$ cat config.mk
export PLATFORM = sky130hd
export DESIGN_NAME = ro_puf_eval_flat
export DESIGN_NICKNAME = d
export VERILOG_FILES = /design/src/rtl/puf_pkg.sv /design/src/rtl/ro_puf_eval_if.sv /design/src/rtl/puf_edge_counter.sv /design/src/rtl/ro_puf_eval.sv /design/src/flat_wrapper.sv
export SDC_FILE = /design/constraint.sdc
export NUM_CORES = 1
export LEC_CHECK = 0
export ABC_AREA = 1
export ABC_CLOCK_PERIOD_IN_PS = 2800
export BUFFER_PORTS_ARGS = -buffer_cell sky130_fd_sc_hd__buf_2
export CAP_MARGIN = 20
export CORE_ASPECT_RATIO = 1.25
export CORE_UTILIZATION = 40
export DETAILED_ROUTE_END_ITERATION = 12
export GPL_TIMING_DRIVEN = 0
export PLACE_DENSITY = 0.58
export SLEW_MARGIN = 20
export SYNTH_ARGS = -nofsm -noshare
export SYNTH_HDL_FRONTEND = slang
export SYNTH_SLANG_ARGS = --single-unit
$ cat constraint.sdc
create_clock -name clk -period 2.8 [get_ports clk]
set_input_delay 0.14 -clock clk [delete_from_list [all_inputs] [get_ports clk]]
set_output_delay 0.14 -clock clk [all_outputs]
set_load 0.01 [all_outputs]
$ cat src/rtl/puf_pkg.sv
// puf_pkg: shared state encoding, widths and challenge-to-pair mapping
// for the ring-oscillator PUF evaluator.
package puf_pkg;

  localparam int unsigned MAX_CHAL_W  = 64;
  localparam int unsigned MAX_CHAL_IW = $clog2(MAX_CHAL_W);
  localparam int unsigned MAX_IDX_W   = 16;
  localparam int unsigned MAX_IDX_IW  = $clog2(MAX_IDX_W);

  typedef enum logic [2:0] {IDLE, LOAD, CLEAR, COUNT, CMP, DONE} state_t;

  typedef struct packed {
    logic [MAX_IDX_W-1:0] a;
    logic [MAX_IDX_W-1:0] b;
  } pair_t;

  // Oscillator index width for a given array size.
  function automatic int unsigned idx_width(input int unsigned num_ro);
    return (num_ro < 2) ? 1 : $clog2(num_ro);
  endfunction

  // Rotate the challenge left by i (caller keeps i < chal_w), take the two
  // lowest index fields as the pair, and never let a pair compare with itself.
  function automatic pair_t pair_sel(input logic [MAX_CHAL_W-1:0] chall,
                                     input int unsigned i,
                                     input int unsigned chal_w,
                                     input int unsigned idx_w);
    logic [MAX_CHAL_W-1:0] k;
    pair_t p;
    k = '0;
    for (int unsigned j = 0; j < MAX_CHAL_W; j++) begin
      if (j < chal_w) begin
        if (j >= i) k[MAX_CHAL_IW'(j)] = chall[MAX_CHAL_IW'(j - i)];
        else        k[MAX_CHAL_IW'(j)] = chall[MAX_CHAL_IW'(j + chal_w - i)];
      end
    end
    p = '0;
    for (int unsigned m = 0; m < MAX_IDX_W; m++) begin
      if (m < idx_w) begin
        p.a[MAX_IDX_IW'(m)] = k[MAX_CHAL_IW'(m)];
        p.b[MAX_IDX_IW'(m)] = k[MAX_CHAL_IW'(m + idx_w)];
      end
    end
    if (p.a == p.b) begin
      p.b    = p.a;
      p.b[0] = ~p.a[0];
    end
    return p;
  endfunction

endpackage

$ cat src/rtl/ro_puf_eval_if.sv
// ro_puf_eval_if: host-side start/challenge/response handshake of the PUF evaluator.
interface ro_puf_eval_if #(
  parameter int unsigned CHAL_W = 8,
  parameter int unsigned RESP_W = 8
);
  logic              en;
  logic [CHAL_W-1:0] chall_in;
  logic [RESP_W-1:0] response;
  logic              ready;
  logic              busy;

  modport master (output en, chall_in, input response, ready, busy);
  modport slave  (input en, chall_in, output response, ready, busy);
endinterface

$ cat src/rtl/puf_edge_counter.sv
// puf_edge_counter: rising-edge detector plus saturating counter for one
// selected, already synchronized oscillator.
module puf_edge_counter #(
  parameter int unsigned CNT_W = 8
) (
  input  logic             clk,
  input  logic             sys_rst_neg,
  input  logic             clr,
  input  logic             cnt_en,
  input  logic             sig,
  output logic [CNT_W-1:0] cnt
);

  logic sig_d;

  // Previous sample of the selected oscillator for edge detection.
  always_ff @(posedge clk or negedge sys_rst_neg) begin
    if (!sys_rst_neg) sig_d <= 1'b0;
    else              sig_d <= sig;
  end

  // Count rising edges inside the window, sticking at all-ones.
  always_ff @(posedge clk or negedge sys_rst_neg) begin
    if (!sys_rst_neg)                          cnt <= '0;
    else if (clr)                              cnt <= '0;
    else if (cnt_en && sig && !sig_d && cnt != '1) cnt <= cnt + 1'b1;
  end

endmodule

$ cat src/rtl/ro_puf_eval.sv
// ro_puf_eval: ring-oscillator PUF evaluator. Per response bit, counts the
// rising edges of two challenge-selected oscillators over a fixed window
// and records whether the first one is faster.
// Optional feature: define PUF_MAJORITY_VOTE_EN to evaluate every bit VOTES
// times and keep the majority result.
module ro_puf_eval
  import puf_pkg::*;
#(
  parameter int unsigned CHAL_W = 8,
  parameter int unsigned RESP_W = 8,
  parameter int unsigned NUM_RO = 16,
  parameter int unsigned CNT_W  = 8,
  parameter int unsigned WINDOW = 64,
  parameter int unsigned VOTES  = 3
) (
  input  logic              clk,
  input  logic              sys_rst_neg,
  input  logic [NUM_RO-1:0] ro_in,
  ro_puf_eval_if.slave      host
);

  localparam int unsigned IDX_W = idx_width(NUM_RO);
  localparam int unsigned ROT_W = $clog2(CHAL_W);
  localparam int unsigned BIT_W = (RESP_W > 1) ? $clog2(RESP_W) : 1;
  localparam int unsigned WIN_W = $clog2(WINDOW);

  state_t            state, next_state;
  logic [NUM_RO-1:0] sync1, sync2;
  logic [CHAL_W-1:0] chall_reg;
  logic [ROT_W-1:0]  rot_amt;
  logic [BIT_W-1:0]  bit_idx;
  logic [WIN_W-1:0]  win_cnt;
  logic [RESP_W-1:0] result_reg, final_vec, response;
  logic [CNT_W-1:0]  cnt_a, cnt_b;
  logic [IDX_W-1:0]  sel_a, sel_b;
  pair_t             pair;
  logic              cmp_gt, bit_val, last_eval, last_bit, win_last, advance;
  logic              unused_pair_bits;

  // Two-flop synchronizer on every raw oscillator line.
  always_ff @(posedge clk or negedge sys_rst_neg) begin
    if (!sys_rst_neg) begin
      sync1 <= '0;
      sync2 <= '0;
    end else begin
      sync1 <= ro_in;
      sync2 <= sync1;
    end
  end

  assign pair      = pair_sel(MAX_CHAL_W'(chall_reg), 32'(rot_amt), CHAL_W, IDX_W);
  assign sel_a     = pair.a[IDX_W-1:0];
  assign sel_b     = pair.b[IDX_W-1:0];
  assign unused_pair_bits = ^{pair.a[MAX_IDX_W-1:IDX_W], pair.b[MAX_IDX_W-1:IDX_W]};

  puf_edge_counter #(.CNT_W(CNT_W)) u_cnt_a (
    .clk(clk), .sys_rst_neg(sys_rst_neg), .clr(state == CLEAR),
    .cnt_en(state == COUNT), .sig(sync2[sel_a]), .cnt(cnt_a)
  );

  puf_edge_counter #(.CNT_W(CNT_W)) u_cnt_b (
    .clk(clk), .sys_rst_neg(sys_rst_neg), .clr(state == CLEAR),
    .cnt_en(state == COUNT), .sig(sync2[sel_b]), .cnt(cnt_b)
  );

  assign cmp_gt   = (cnt_a > cnt_b);
  assign win_last = (win_cnt == WIN_W'(WINDOW - 1));
  assign last_bit = (bit_idx == BIT_W'(RESP_W - 1));
  assign advance  = (state == CMP) && host.en && last_eval;

`ifdef PUF_MAJORITY_VOTE_EN
  localparam int unsigned VOTE_W  = $clog2(VOTES);
  localparam int unsigned TALLY_W = $clog2(VOTES + 1);

  logic [VOTE_W-1:0]  vote_idx;
  logic [TALLY_W-1:0] tally, tally_next;

  assign tally_next = tally + TALLY_W'(cmp_gt);
  assign last_eval  = (vote_idx == VOTE_W'(VOTES - 1));
  assign bit_val    = (tally_next > TALLY_W'(VOTES / 2));

  // Vote index and running count of 1-results for the bit being evaluated.
  always_ff @(posedge clk or negedge sys_rst_neg) begin
    if (!sys_rst_neg) begin
      vote_idx <= '0;
      tally    <= '0;
    end else if (state == IDLE && host.en) begin
      vote_idx <= '0;
      tally    <= '0;
    end else if (state == CMP && host.en) begin
      if (last_eval) begin
        vote_idx <= '0;
        tally    <= '0;
      end else begin
        vote_idx <= vote_idx + 1'b1;
        tally    <= tally_next;
      end
    end
  end
`else
  logic unused_votes;
  assign unused_votes = (VOTES > 0);
  assign last_eval    = 1'b1;
  assign bit_val      = cmp_gt;
`endif

  // Partial response with the bit just decided merged in.
  always_comb begin
    final_vec          = result_reg;
    final_vec[bit_idx] = bit_val;
  end

  // State register.
  always_ff @(posedge clk or negedge sys_rst_neg) begin
    if (!sys_rst_neg) state <= IDLE;
    else              state <= next_state;
  end

  // Sequencing; dropping en anywhere but IDLE returns to IDLE.
  always_comb begin
    next_state = state;
    case (state)
      IDLE:    if (host.en) next_state = LOAD;
      LOAD:    next_state = host.en ? CLEAR : IDLE;
      CLEAR:   next_state = host.en ? COUNT : IDLE;
      COUNT:   if (!host.en) next_state = IDLE;
               else if (win_last) next_state = CMP;
      CMP:     if (!host.en) next_state = IDLE;
               else if (last_eval && last_bit) next_state = DONE;
               else next_state = CLEAR;
      DONE:    if (!host.en) next_state = IDLE;
      default: next_state = IDLE;
    endcase
  end

  // Challenge capture, window timing, bit stepping and response update.
  always_ff @(posedge clk or negedge sys_rst_neg) begin
    if (!sys_rst_neg) begin
      chall_reg  <= '0;
      rot_amt    <= '0;
      bit_idx    <= '0;
      win_cnt    <= '0;
      result_reg <= '0;
      response   <= '0;
    end else begin
      if (state == IDLE && host.en) begin
        chall_reg  <= host.chall_in;
        rot_amt    <= '0;
        bit_idx    <= '0;
        result_reg <= '0;
      end
      if (state == CLEAR) win_cnt <= '0;
      if (state == COUNT) win_cnt <= win_cnt + 1'b1;
      if (advance) begin
        result_reg <= final_vec;
        bit_idx    <= bit_idx + 1'b1;
        rot_amt    <= (rot_amt == ROT_W'(CHAL_W - 1)) ? '0 : rot_amt + 1'b1;
        if (last_bit) response <= final_vec;
      end
    end
  end

  assign host.response = response;
  assign host.ready    = (state == DONE);
  assign host.busy     = (state == LOAD) || (state == CLEAR) ||
                         (state == COUNT) || (state == CMP);

endmodule

$ cat src/flat_wrapper.sv
// flat-port wrapper written by rule: the top's interface ports become plain ports
module ro_puf_eval_flat import puf_pkg::*;
#(
  parameter int unsigned CHAL_W = 8,
  parameter int unsigned RESP_W = 8,
  parameter int unsigned NUM_RO = 16,
  parameter int unsigned CNT_W  = 8,
  parameter int unsigned WINDOW = 64,
  parameter int unsigned VOTES  = 3
)
  (clk, sys_rst_neg, ro_in, host_en, host_chall_in, host_response, host_ready, host_busy);
  ro_puf_eval_if #(.CHAL_W(CHAL_W), .RESP_W(RESP_W)) host_i ();
  input  logic clk;
  input  logic sys_rst_neg;
  input  logic [NUM_RO-1:0] ro_in;
  input wire logic [$bits(host_i.en)-1:0] host_en;
  input wire logic [$bits(host_i.chall_in)-1:0] host_chall_in;
  output wire logic [$bits(host_i.response)-1:0] host_response;
  output wire logic [$bits(host_i.ready)-1:0] host_ready;
  output wire logic [$bits(host_i.busy)-1:0] host_busy;
  assign host_i.en = host_en;
  assign host_i.chall_in = host_chall_in;
  assign host_response = host_i.response;
  assign host_ready = host_i.ready;
  assign host_busy = host_i.busy;
  ro_puf_eval #(.CHAL_W(CHAL_W), .RESP_W(RESP_W), .NUM_RO(NUM_RO), .CNT_W(CNT_W), .WINDOW(WINDOW), .VOTES(VOTES)) u_core (.clk(clk), .sys_rst_neg(sys_rst_neg), .ro_in(ro_in), .host(host_i));
endmodule
# After elaboration in Yosys (flattened, before gate mapping)
# Index checks and enable logic that the tools add are counted.
# W data, S select, Z words.
# op_classes
n_reduce_logical,21
addsub,20
bitwise_logic,1
n_lt_le_gt_ge,27
n_eq_ne,14
mux,66
# op_table
op,count
$lt A6 B7 Y1 const B,15
$bmux W1 S6,15
$mux W8,6
$sub A4 B3 Y5 const A,7
$mux W3,10
$mux W1,25
$pmux W3 S6,1
$add A8 B1 Y8 const B,2
$ne A8 B8 Y1 const B,2
$sub A3 B3 Y4 const A,4
$eq A3 B3 Y1 const B,4
$mux W6,2
$lt A4 B5 Y1 const B,2
$ge A3 B3 Y1 const A,3
$logic_and A1 B1 Y1,9
$bmux W1 S4,2
$bwmux W8,1
$gt A8 B8 Y1,1
$reduce_bool A2 Y1,4
$sub A1 B3 Y4 const A,2
$sub A2 B3 Y4 const A,2
$add A3 B1 Y3 const B,2
$add A6 B1 Y6 const B,1
$eq A3 B2 Y1 const B,2
18 further kinds,25
# totals
register_bits,89
out_inout_bits,10
inputBits,27
elab_cells,162

# Longest topological paths before layout
# depth
ltp_word,13
depth_mapped,24
depth_no_buf,24

# Hierarchy
# From an unflattened synthesis, not the netlist that was laid out.
# unflattened
cells_unflattened,593
area_unflattened_um2,5026.1
# modules_own_cells
mod,n_inst,cells_per_inst,seq_area_each_um2,area_per_inst_um2
ro_puf_eval,1,453,1776.7,3935.0
puf_edge_counter,2,70,225.2,545.5

# Worst setup path before layout
# No wires, ideal clock.
# synth_path
path_type,register to register
start,register u_core.rot_amt[1]
end,register u_core.u_cnt_b.cnt[2]
setup_time_ps,119
required_ps,2681
stages_incl_launch_ff,22
period_less_slack_ps,2651
path_slack_ps,149
arrival_time_ps,2532
n_path_buf,0
path_cell_list,dfrtp_1 inv_2 ha_1 inv_2 nand3_1 nand2_1 nand2_1 nand2_1 nor2_1 nand2_1 nand2_1 nor2_1 nand2_2 nand2_4 nand3_1 nand3_1 nand3_1 nand3_2 nand2_4 nand2_8 nand3_2 nand2_1
# synth_via
elab_chain_cells,12
elab_cells_between_ends,68
cone_classes,add/sub: 15; order compare: 7; eq/ne: 1; mux: 40; bitwise: 1; reduce/logical: 4
# synth_lines
item,line_no,text
from (decl),ro_puf_eval.sv:30,logic [ROT_W-1:0] rot_amt;
from (signal assigned),ro_puf_eval.sv:157,rot_amt <= (rot_amt == ROT_W'(CHAL_W - 1)) ? '0 : rot_amt + 1'b1;
$sub A4 B3 Y5 (tied with other cells),puf_pkg.sv:34,else k[MAX_CHAL_IW'(j)] = chall[MAX_CHAL_IW'(j + chal_w - i)];
$bmux W1 S6 (on tied branches),"puf_pkg.sv:34, puf_pkg.sv:33",
$mux W1 (on tied branches),"puf_pkg.sv:34, puf_pkg.sv:33",
$mux W1,puf_pkg.sv:33,if (j >= i) k[MAX_CHAL_IW'(j)] = chall[MAX_CHAL_IW'(j - i)];
$eq A4 B4 Y1 / $not A1 Y1 (equally long branches),"puf_pkg.sv:44, puf_pkg.sv:46",
$mux W4 *,puf_pkg.sv:44,if (p.a == p.b) begin
$bmux W1 S4 *,ro_puf_eval.sv:63,".cnt_en(state == COUNT), .sig(sync2[sel_b]), .cnt(cnt_b)"
$mux W1 (not written as such) *,ro_puf_eval.sv:63,
via u_core.u_cnt_b.sig,puf_edge_counter.sv:10,"input logic sig,"
$logic_and A1 B1 Y1 * (3 in series),puf_edge_counter.sv:26,else if (cnt_en && sig && !sig_d && cnt != '1) cnt <= cnt + 1'b1;
$reduce_bool A2 Y1 (no line) *,--,
to (signal assigned),puf_edge_counter.sv:26,
to (decl),puf_edge_counter.sv:11,output logic [CNT_W-1:0] cnt
# The timed path passes the listed nets; every way through them passes the cells marked *. The select of a mux whose other input is x is not followed.
# A chain may end at the register's enable or synchronous reset.

# Final worst setup path
# layout_path
start,register u_core.rot_amt[1]
end,register u_core.u_cnt_b.cnt[3]
# Same word-level chain as after synthesis.

==> flow_metrics.py <==
metrics = {
    "logic_synthesis": {
        "synth.ff_latch_count": 89,
        "synth.top_cell.area_share_pct": 44.0,
        "yosys.area.top_type": "dfrtp_1",
        "synth_nets": 650,
        "syn_inst": 594,
        "synth_enable_flop_cells": 0,
        "syn_area_per_cell_um2": 8.53,
        "synth_area_um2": 5060,
        "ys_warn_count": 0,
        "synthTopCellsByArea": "dfrtp_1 44%, nand2_1 9.9%, ha_1 7.2%",
        "yosysSeqAreaShare_pct": 44.0,
        "async_flop_share_pct": 100,
        "synthDistinctLibCells": 42,
        "synth_ff_type": "dfrtp_1",
    },
    "route": {
        "post_drt_wl_per_cell_um": 14.1,
        "drt_pre_antenna_iters": 5,
        "ant_nets": 0,
        "routed_via_density": 5.00,
        "post-route-drc-count": 0,
        "drt_iter0_drc": 180,
        "via_count": 4292,
        "wl_mm": 12.1,
    },
    "worst_setup_path": {
        "cp-end-kind": "register",
        "arrival_ns": 2.96,
        "crit_fanout": 8,
        "cp-start-kind": "register",
        "worst-setup-path-type": "reg -> reg",
        "required_ns": 3.03,
    },
    "grt": {
        "grt_max_degree": 73,
        "antenna_found_initial": 0,
        "track_usage_pct": 19.8,
        "grt_pass1_vias": 4338,
        "grt_overflow": 0,
        "grt_pass1_wl_mm": 20.0,
    },
    "floorplanning": {
        "initial_core_util_pct": 41.5,
        "ios": 37,
        "die_h_um": 128,
        "rows": 45,
        "coreArea_um2": 12200,
        "die-width_um": 103,
        "die_area_um2": 13100,
    },
    "sta": {
        "skew_ns": 0.00763,
        "hold_violations": 0,
        "holdWs_ns": 0.0335,
        "fmax_ghz": 0.365,
        "fin_crit_sh_pct": 97.7,
        "drv_slew": 0,
        "relSlewSlack_pct": 54.8,
        "worst_pin_slew_ns": 0.674,
        "fin_tns_setup_ns": 0,
        "min_period_ns": 2.74,
        "setup_violations": 0,
        "setup_ws_ns": 0.0630,
        "rsz0062_at_grt": "yes",
    },
    "power": {
        "sw_frac_of_total_pct": 45.4,
        "p_seq_share_pct": 21.1,
        "internal_power_uw": 4090,
        "clockPowerShare_pct": 17.3,
        "p_leak_uw": 0.00320,
        "total_power_uw": 7480,
        "powerDensity_nw_per_um2": 1120,
        "pwr-share-comb_pct": 61.6,
        "p_switching_uw": 3390,
        "ir_worst_vdd_mv": 0.853,
    },
    "clock_network": {
        "cts_tree": "done",
        "cts_buffers": 9,
        "cts_root_buffer": "clkbuf_16",
        "h-tree-depth": 3,
        "cts_buffer_depth": 2,
        "clkTransAtPathRegs_ns": 0.06,
        "clock_latency_ns": 0.34,
        "numClockSinks": 89,
    },
    "placed_design": {
        "place_congestion": 0.855,
        "hpwl_mm": 7.97,
        "portBuffers": 36,
        "place_ws_ns": -0.465,
    },
    "layout": {
        "drive_gt1_share_pct": 31.4,
        "top_regs": "u_core.sync1 x16, u_core.sync2 x16",
        "antennaDiodeCount": 0,
        "layout.nets": 745,
        "syn2layout_area_growth_pct": 31.8,
    },
    "job": {
        "cap_violations": 0,
    },
    "status": {
        "outcome": "complete, no violations",
    },
    "worst_hold_path": {
        "hold_class": "in -> reg",
    },
}
==> kinds of logic after synthesis <==
group | after synthesis | synth area share, %
buffers and inverters | 83 | 6.42
AND/OR/NAND/NOR | 298 | 30.3
AO/OA/AOI/OAI | 80 | 8.89
multiplexers | 6 | 1.33
flip-flops | 89 | 44.0
XOR/XNOR | 9 | 1.93
adder cells (fa/ha/maj) | 29 | 7.16
==> power by group through the flow <==
stage          clock network [uW]  registers [uW]  logic (uW)
2_1_floorplan                   0            1560        2380
3_3_place_gp                    0            1590        2990
3_5_place_dp                    0            1590        3040
4_1_cts                      1330            1570        3530
5_1_grt                      1380            1600        5030
6_report                     1290            1580        4610
==> final timing paths <==
path,start,end,slack [ns],cells past startpoint
worst max-delay path,u_core.rot_amt[1],u_core.u_cnt_b.cnt[3],0.06,20
worst min-delay path,host_chall_in[0],u_core.chall_reg[0],0.03,2
worst max register to register,u_core.rot_amt[1],u_core.u_cnt_b.cnt[3],0.06,20
worst min register to register,u_core.sync1[15],u_core.sync2[15],0.34,0
max in group asynchronous,sys_rst_neg,u_core.u_cnt_b.cnt[1],2.01,3
min in group asynchronous,sys_rst_neg,u_core.host.response[2],0.20,2
==> routing by layer <==
metal / wire [um] / up-vias / global-route usage [%] / part of all wire, %
met5: 0 / - / 0 / 0
met4: 204 / 0 / 7.23 / 1.7
met3: 348 / 16 / 3.82 / 2.9
met2: 6340 / 70 / 33.8 / 52
met1: 5220 / 2045 / 24.6 / 43
li1: - / 2161 / - / -
==> stage by stage <==
stage,cell area [um2],instances,util (%)
after floorplan,5060,594,-
final,6680,858,54.7
after global routing,6680,858,54.7
after detailed placement,5480,795,44.9
after global placement,5450,794,44.6
after CTS,6200,843,50.7
==> critical path, stage by stage, from the launching register on <==
cell	delay [ns]
dfrtp_2	0.44
clkinv_4	0.10
ha_4	0.29
buf_4	0.15
nand3_1	0.11
nand2_2	0.09
nand2_2	0.08
nand3_4	0.09
nand2_4	0.08
nand2_4	0.06
nor2_4	0.15
nand3_4	0.15
nand3_2	0.11
nand2_1	0.06
nand2_1	0.07
nand3_2	0.08
nand3_2	0.09
nand2_4	0.11
buf_6	0.16
nand4_1	0.07
nand2_1	0.06
==> synth_stat cells, types with 3 or more instances <==
master,n
o211ai_1,7
dfrtp_1,89
nand2_2,18
inv_1,65
nand3_1,54
o21ai_1,4
o21ai_0,45
inv_2,9
xor2_1,8
a21oi_1,14
clkbuf_1,3
nand2_1,133
mux2_2,6
nand3_4,3
ha_1,29
nand3b_1,3
nor2_2,3
nor2_1,30
nor3_1,15
nand3_2,16
nand4_1,10
nand2_4,5
==> layout make-up <==
| type | count | area (um2) |
|---|---|---|
| repair buffers | 85 | 644 |
| flip-flops and latches | 89 | 2230 |
| fillers | 1096 | 5540 |
| plain buffers | 6 | 38.8 |
| multi-input cells | 422 | 2930 |
| clock buffers | 9 | 225 |
| clock inverters | 7 | 95.1 |
| inverters | 76 | 310 |
| well taps | 164 | 205 |
==> layout by cell type (no fill, tap or decap), types with 8 or more instances in the layout <==
| cell | instances |
|---|---|
| dlygate4sd3_1 | 17 |
| nor2_4 | 9 |
| nor3_1 | 15 |
| xor2_1 | 8 |
| inv_1 | 59 |
| nand2_2 | 30 |
| clkbuf_16 | 9 |
| a21oi_1 | 14 |
| nand4_1 | 10 |
| o21ai_0 | 45 |
| nand3_2 | 22 |
| nand3_1 | 41 |
| dfrtp_1 | 86 |
| nor2_1 | 24 |
| nand2_4 | 21 |
| buf_4 | 26 |
| nand3_4 | 10 |
| buf_2 | 36 |
| ha_1 | 23 |
| nand2_1 | 103 |
==> repair_timing <==
action | CTS | global route
endpoints found under the setup margin | 17 | 15
pin swaps | 9 | 57
hold buffers | 17 | 0
resized for setup | 29 | 93
setup buffers | 15 | 16
hold endpoints to repair | 105 | 0
No activity file was read; power rests on OpenSTA's default activity.
